===== src/rtl/arbitrated_fifo_pkg.sv =====
// Shared constants for the two-producer arbitrated FIFO.
// Config macro: ARBITRATED_FIFO_RR_EN (round-robin arbitration when defined).
package arbitrated_fifo_pkg;
  localparam logic PROD_A   = 1'b0;
  localparam logic PROD_B   = 1'b1;
  // B marked as last winner so A takes the first contention after reset
  localparam logic LAST_RST = PROD_B;
endpackage


===== src/rtl/rr_arbiter2.sv =====
// Two-way write-slot arbiter; owns the last-granted flag.
// Config macro: ARBITRATED_FIFO_RR_EN selects round-robin, otherwise A has fixed priority.
module rr_arbiter2
  import arbitrated_fifo_pkg::*;
(
  input  logic clk,
  input  logic rst,
  input  logic enable,
  input  logic req_a,
  input  logic req_b,
  output logic gnt_a,
  output logic gnt_b
);

  logic en;
  assign en = enable & rst;  // nothing is honoured while reset is held

`ifdef ARBITRATED_FIFO_RR_EN
  logic last;

  always_ff @(posedge clk or negedge rst) begin
    if (!rst)              last <= LAST_RST;
    else if (gnt_a)        last <= PROD_A;
    else if (gnt_b)        last <= PROD_B;
  end

  always_comb begin
    gnt_a = 1'b0;
    gnt_b = 1'b0;
    if (en) begin
      if (req_a && req_b) begin
        gnt_a = (last == PROD_B);
        gnt_b = (last == PROD_A);
      end else begin
        gnt_a = req_a;
        gnt_b = req_b;
      end
    end
  end
`else
  logic unused_clk;
  assign unused_clk = clk;

  always_comb begin
    gnt_a = 1'b0;
    gnt_b = 1'b0;
    if (en) begin
      gnt_a = req_a;
      gnt_b = req_b & ~req_a;
    end
  end
`endif

endmodule


===== src/rtl/arbitrated_fifo.sv =====
// Two-producer, one-consumer synchronous FIFO with valid/ready output.
// Config macro: ARBITRATED_FIFO_RR_EN (passed through to rr_arbiter2).
module arbitrated_fifo
  import arbitrated_fifo_pkg::*;
#(
  parameter int WIDTH = 8,
  parameter int DEPTH = 4,
  parameter int CW    = $clog2(DEPTH) + 1
) (
  input  logic             clk,
  input  logic             rst,
  input  logic             req_a,
  input  logic [WIDTH-1:0] data_a,
  output logic             gnt_a,
  input  logic             req_b,
  input  logic [WIDTH-1:0] data_b,
  output logic             gnt_b,
  output logic             out_valid,
  output logic [WIDTH-1:0] out_data,
  input  logic             out_ready,
  output logic [CW-1:0]    count,
  output logic             full,
  output logic             empty
);

  localparam int AW = $clog2(DEPTH);

  logic [WIDTH-1:0] mem [DEPTH];
  logic [AW-1:0]    wp, rp;
  logic [CW-1:0]    cnt;
  logic             push, pop;
  logic [WIDTH-1:0] wdata;

  assign full      = (cnt == CW'(DEPTH));
  assign empty     = (cnt == '0);
  assign out_valid = ~empty;
  assign out_data  = mem[rp];
  assign count     = cnt;

  // Full blocks writes even when a pop would free a slot this cycle
  rr_arbiter2 u_arb (
    .clk    (clk),
    .rst    (rst),
    .enable (~full),
    .req_a  (req_a),
    .req_b  (req_b),
    .gnt_a  (gnt_a),
    .gnt_b  (gnt_b)
  );

  assign push  = gnt_a | gnt_b;
  assign pop   = out_valid & out_ready;
  assign wdata = gnt_b ? data_b : data_a;

  always_ff @(posedge clk) begin
    if (push) mem[wp] <= wdata;
  end

  always_ff @(posedge clk or negedge rst) begin
    if (!rst) begin
      wp  <= '0;
      rp  <= '0;
      cnt <= '0;
    end else begin
      if (push) wp <= wp + AW'(1);
      if (pop)  rp <= rp + AW'(1);
      case ({push, pop})
        2'b10:   cnt <= cnt + CW'(1);
        2'b01:   cnt <= cnt - CW'(1);
        default: cnt <= cnt;
      endcase
    end
  end

endmodule


===== config.mk =====
export PLATFORM = sky130hd
export DESIGN_NAME = arbitrated_fifo
export DESIGN_NICKNAME = d
export VERILOG_FILES = /design/src/rtl/arbitrated_fifo_pkg.sv /design/src/rtl/rr_arbiter2.sv /design/src/rtl/arbitrated_fifo.sv
export SDC_FILE = /design/constraint.sdc
export NUM_CORES = 1
export LEC_CHECK = 0
export ABC_AREA = 1
export CAP_MARGIN = 20
export CORE_AREA = 8 8 73 75
export CTS_CLUSTER_DIAMETER = 200
export CTS_CLUSTER_SIZE = 14
export DETAILED_ROUTE_END_ITERATION = 8
export DIE_AREA = 0 0 81 83
export PLACE_DENSITY = 0.79
export SYNTH_ARGS = -nofsm -noshare
export SYNTH_HDL_FRONTEND = slang
export SYNTH_HIERARCHICAL = 1
export SYNTH_SLANG_ARGS = --single-unit

===== constraint.sdc =====
create_clock -name clk -period 2 [get_ports clk]
set_input_delay 0.4 -clock clk [delete_from_list [all_inputs] [get_ports clk]]
set_output_delay 0.4 -clock clk [all_outputs]
set_load 0.01 [all_outputs]

# == Word level (Yosys, flattened, before mapping) ==
# Memories as Yosys holds them, arrays and structs flattened.
# Index checks and enable logic that the tools add are counted.
# Widths: inputs -> output; s select.
# op_classes
add_sub_neg,4
eq_ne,3
mux,6
bitwise,7
n_reduce_logical,2
# ops
cell,n
$mux 8,1
$pmux 3 s2,1
$add 2x1->2 const B,2
$mux 1,4
$add 3x1->3 const B,1
$and 1x1->1,3
$eq 3x3->1 const B,1
$logic_not 3->1,1
$not 1->1,3
$sub 3x1->3 const B,1
$eq 2x1->1 const B,1
$eq 2x2->1 const B,1
$reduce_bool 2->1,1
$or 1x1->1,1
# word_totals
register_bits,7
ramBits,32
output_inout_bits,16
mem_count,1
# memory_table
memory,depth,width,rd,rd_ports_with_merged_regs,write_ports,line,source
mem,4,8,1,0,1,arbitrated_fifo.sv:28,logic [WIDTH-1:0] mem [DEPTH];

# == Longest topological paths before layout ==
# logic_depth
ltp_word,7
ltp_mapped,14
depth_no_buf,13

# == By module ==
# Netlist, hierarchy kept.
# by_module_without_submodules
mod,instances,cells_per_inst,area_each_um2,seq_area_each_um2
arbitrated_fifo,1,160,1849.3,1136.1
rr_arbiter2,1,5,21.3,0.0

# == Worst setup path before layout ==
# OpenSTA, ideal clock, no wires.
# synth_path
kind,reg2reg
from,"register cnt[0], in the netlist count[0]"
to,"register cnt[2], in the netlist count[2]"
setup_ps,117
arrival_ps,1929
required_ps,1883
path_slack_ps,-46
path_stages_with_launch,14
synth_period_minus_slack_ps,2046
path_cell_list,dfrtp_1 inv_1 nand3_1 nand2_1 nor2_2 buf_6 nor2_8 ha_1 inv_1 fa_1 nand2_1 nand3_1 nand2_1 nand2_1
# synth_via
elab_chain_cells,7
word_cells_on_any_way,15
# synth_lines
item,line,source
"start, declared",arbitrated_fifo.sv:30,logic [CW-1:0] cnt;
"start signal, assigned",arbitrated_fifo.sv:68,2'b10: cnt <= cnt + CW'(1);
"start signal, assigned",arbitrated_fifo.sv:69,2'b01: cnt <= cnt - CW'(1);
"start signal, assigned",arbitrated_fifo.sv:70,default: cnt <= cnt;
$eq 3x3->1 (*),arbitrated_fifo.sv:34,assign full = (cnt == CW'(DEPTH));
$not 1->1 (*),arbitrated_fifo.sv:44,".enable (~full),"
$and 1x1->1 (*),rr_arbiter2.sv:16,assign en = enable & rst;
$mux 1 (*),rr_arbiter2.sv:47,if (en) begin
via gnt_b,arbitrated_fifo.sv:17,"output logic gnt_b,"
$or 1x1->1 (*),arbitrated_fifo.sv:51,assign push = gnt_a | gnt_b;
$eq 2x1->1 / $eq 2x2->1 (equally long branches),arbitrated_fifo.sv:67,"case ({push, pop})"
$pmux 3 s2 / $reduce_bool 2->1 (equally long branches),n/a,
# The timed path passes the listed nets; every way through them passes the cells marked *.
# A chain may end at the register's enable or synchronous reset.

# == Worst setup path after layout ==
# layout_path
from,"register cnt[0], in the netlist count[0]"
to,"register cnt[2], in the netlist count[2]"
# layout_via
elab_chain_cells,7
word_cells_on_any_way,15
# layout_lines
item,line
$eq 3x3->1,arbitrated_fifo.sv:34
$not 1->1,arbitrated_fifo.sv:44
$and 1x1->1,rr_arbiter2.sv:16
$mux 1,rr_arbiter2.sv:47
$or 1x1->1,arbitrated_fifo.sv:51
$eq 2x1->1 / $eq 2x2->1 (equally long branches),arbitrated_fifo.sv:67
$pmux 3 s2 / $reduce_bool 2->1 (equally long branches),n/a
# Several ways; a longest one is shown, not always the timed one.

==> summary.txt <==
Status
  • Outcome: finished, final reports clean

Pwr
  • Max IR drop VDD: 648 uV
  • Switching share of power: 36.0%
  • Internal Power: 0.00202 W
  • Switching pwr: 0.00114 W
  • Clk pwr share: 16.1%
  • PwrDens: 1250 nW/um2
  • Combinational power share: 47.3%
  • Seq pwr share: 36.6%
  • P_leak: 1.12 nW
  • Design Power: 0.00316 W

Min path
  • HP Class: input pin to asynchronous set/reset pin

Critical path
  • Slowest stage delay, CP: 0.41 ns
  • Crit Path Class: flip-flop to flip-flop
  • Critical path, cell by cell: inv_2 > nand3_2 > nand2_2 > nor2_1 > buf_4 > nor2_8 > ha_4 > inv_2 > fa_2 > inv_1 > nand2_1 > nand4_1 > nand2_1
  • Worst-path maximum fanout: 3
  • Worst path required time: 2.18 ns
  • Data arrival, critical path: 2.10 ns
  • Crit end category: flip-flop
  • Crit path buf inv count: 4
  • CP max stage cell: dfrtp_1
  • Nature of the critical path startpoint: flip-flop
  • Top delay family on crit path: simple AND/OR/NAND/NOR gates

Route
  • Met2 wire len: 2120 um
  • Routed len/inst: 13.7 um
  • Max layer used: met4
  • M1 wire length: 1440 um
  • DRC viols: 0
  • Met3 wire length: 171 um
  • Detailed Route WL: 3810 um
  • Antenna-violating nets left: 0
  • First-pass DRT Iterations: 5
  • Total number of vias: 1349
  • Initial drt markers: 37
  • Vias per inst: 4.84

Synthesis
  • Post-synth EDFFs: 32
  • Count of different cell masters after synthesis: 22
  • Cell taking the most area after synthesis: edfxtp_1
  • Number of synthesized register bits: 39
  • Netlist Area Pre-Place: 1870 um2
  • Main flop type after synthesis: edfxtp_1
  • Synthesized instance count: 165
  • Async set-reset flop share out of synthesis: 17.9%
  • Sequential area share after synthesis: 60.7%
  • Post-synth net total: 192
  • Synth Area per Inst: 11.3 um2
  • Yosys top cell area share: 51.4%
  • Yosys warning count: 6
  • Ranking of synthesized cells by area: edfxtp_1, dfrtp_1, nand2_1

Global route
  • First-pass GRT wire length: 6090 um
  • GRT Overall Usage: 11.7%
  • Vias in the first global route: 1339
  • Remaining global-route overflow: 0
  • Largest net degree at the start of global routing: 18
  • Initial antenna violation count: 0

Final layout
  • Finished layout cell area: 2530 um2
  • P&R area growth vs syn: 35.2%
  • Share of post-route cells with drive strength above 1: 23.3%
  • Post-layout nets: 253
  • Antenna cells: 0
  • Final Util: 60.1%

Clock network
  • CTS tree: built
  • CTS root buffer: clkbuf_8
  • Hold buffers post-CTS: 0
  • Sinks on Clock Net: 39
  • Clock Latency Late Sink: 0.29 ns
  • Worst-path clk slew: 0.07 ns
  • Total CTS buffers: 5
  • # H-tree levels: 2
  • Clock Path Buffers: 2

Floorplanning
  • I/O pins: 37
  • Starting density of the core: 44.5%
  • Die area: 6720 um2
  • Row count: 24
  • Die X: 81 um
  • Die span in y: 83 um
  • Core Footprint: 4200 um2

Placement
  • HPWL after DPL: 2760 um
  • Pre-CTS setup slack: -0.328 ns
  • RD Place Congestion: 0.762
  • Placed Area: 2370 um2
  • Port buffer count: 36

Timing
  • Final setup fails: 0
  • RSZ-0062 raised after global routing: true
  • Fin Clk Skew: 0.00548 ns
  • Final Hold Violating Endpoints: 0
  • Fin crit period: 1.92 ns
  • Rel. slew slack: 86.3%
  • Final WS setup: 0.0821 ns
  • Fin. max-slew vios: 0
  • Final period util: 95.9%
  • Setup_tns: 0 ns
  • Fmax: 0.521 GHz
  • Slew @ Worst Pin: 0.205 ns

Flow run
  • Max-cap viol count: 0
## cells in the mapped netlist, drive strengths merged (4+ instances only)
cell type	number
dfrtp	7
ha	5
nand3	5
nor2	8
o211ai	16
edfxtp	32
nand2	38
mux2	8
buf	4
inv	35
## metrics by stage
stage,instances,hold WS [ns]
floorplan,165,0.104
global placement,265,0.500
global route,279,0.452
CTS,274,0.424
finish,279,0.426
detailed placement,265,0.505
## power by group through the flow
stage          registers, W  clock network [W]  logic, W
2_1_floorplan       0.00116                  0  0.000832
3_3_place_gp        0.00117                  0   0.00140
3_5_place_dp        0.00117                  0   0.00144
4_1_cts             0.00116           0.000527   0.00140
5_1_grt             0.00117           0.000548   0.00167
6_report            0.00116           0.000509   0.00150
## registers in the layout, summed over array words and instances, names as in the netlist
| signal | flops |
|---|---|
| wp | 2 |
| mem | 32 |
| rp | 2 |
| count | 3 |
## cell families after synthesis
logic type               synth area share [%]
buffers and inverters                    9.97
XOR/XNOR                                0.937
AND/OR/NAND/NOR                          12.2
AO/OA/AOI/OAI                            6.96
multiplexers                             4.82
flip-flops                               60.7
adder cells (fa/ha/maj)                  4.41
## layout by cell type, fill, tap and decap left out, types with 4 or more instances in the layout
master	count
nand2_1	36
edfxtp_1	32
inv_1	29
clkdlybuf4s50_1	24
buf_4	21
o211ai_1	16
dlygate4sd2_1	11
mux2_2	8
nor2_1	6
dfrtp_1	6
inv_2	5
clkbuf_8	5
ha_1	4
## metal layers
metal  vias to the layer above  GRT usage, %
met2                        31          20.9
li1                        667             -
met1                       643          12.1
met5                         -             0
met4                         0          6.34
met3                         8          2.80
## layout make-up
cell class,count,area (um2)
tap,52,65.1
sequential,39,1140
fill,347,1680
clock inverter,2,12.5
inverter,35,134
multi-input combinational,86,578
clock buffer,6,72.6
timing repair buffer,59,529
## final timing paths
check	from	end	slack, ns	cells after the start
max in group asynchronous	rst	rp[1]$_DFFE_PN0P_	1.44	2
worst min-delay path	rst	count[1]$_DFFE_PN0P_	0.43	2
worst max-delay path	count[0]$_DFFE_PN0P_	count[2]$_DFFE_PN0P_	0.08	13
worst max register to register	count[0]$_DFFE_PN0P_	count[2]$_DFFE_PN0P_	0.08	13
min in group clk	count[0]$_DFFE_PN0P_	count[0]$_DFFE_PN0P_	0.51	1
worst min register to register	count[0]$_DFFE_PN0P_	count[0]$_DFFE_PN0P_	0.51	1
## timing repair
action | 4_1_cts | 5_1_grt
gates resized for setup | 18 | 7
buffers inserted | 1 | 5
pin swaps | 1 | 4
setup endpoints to repair | 13 | 3
Note: power is estimated with default switching activity, not from simulation.
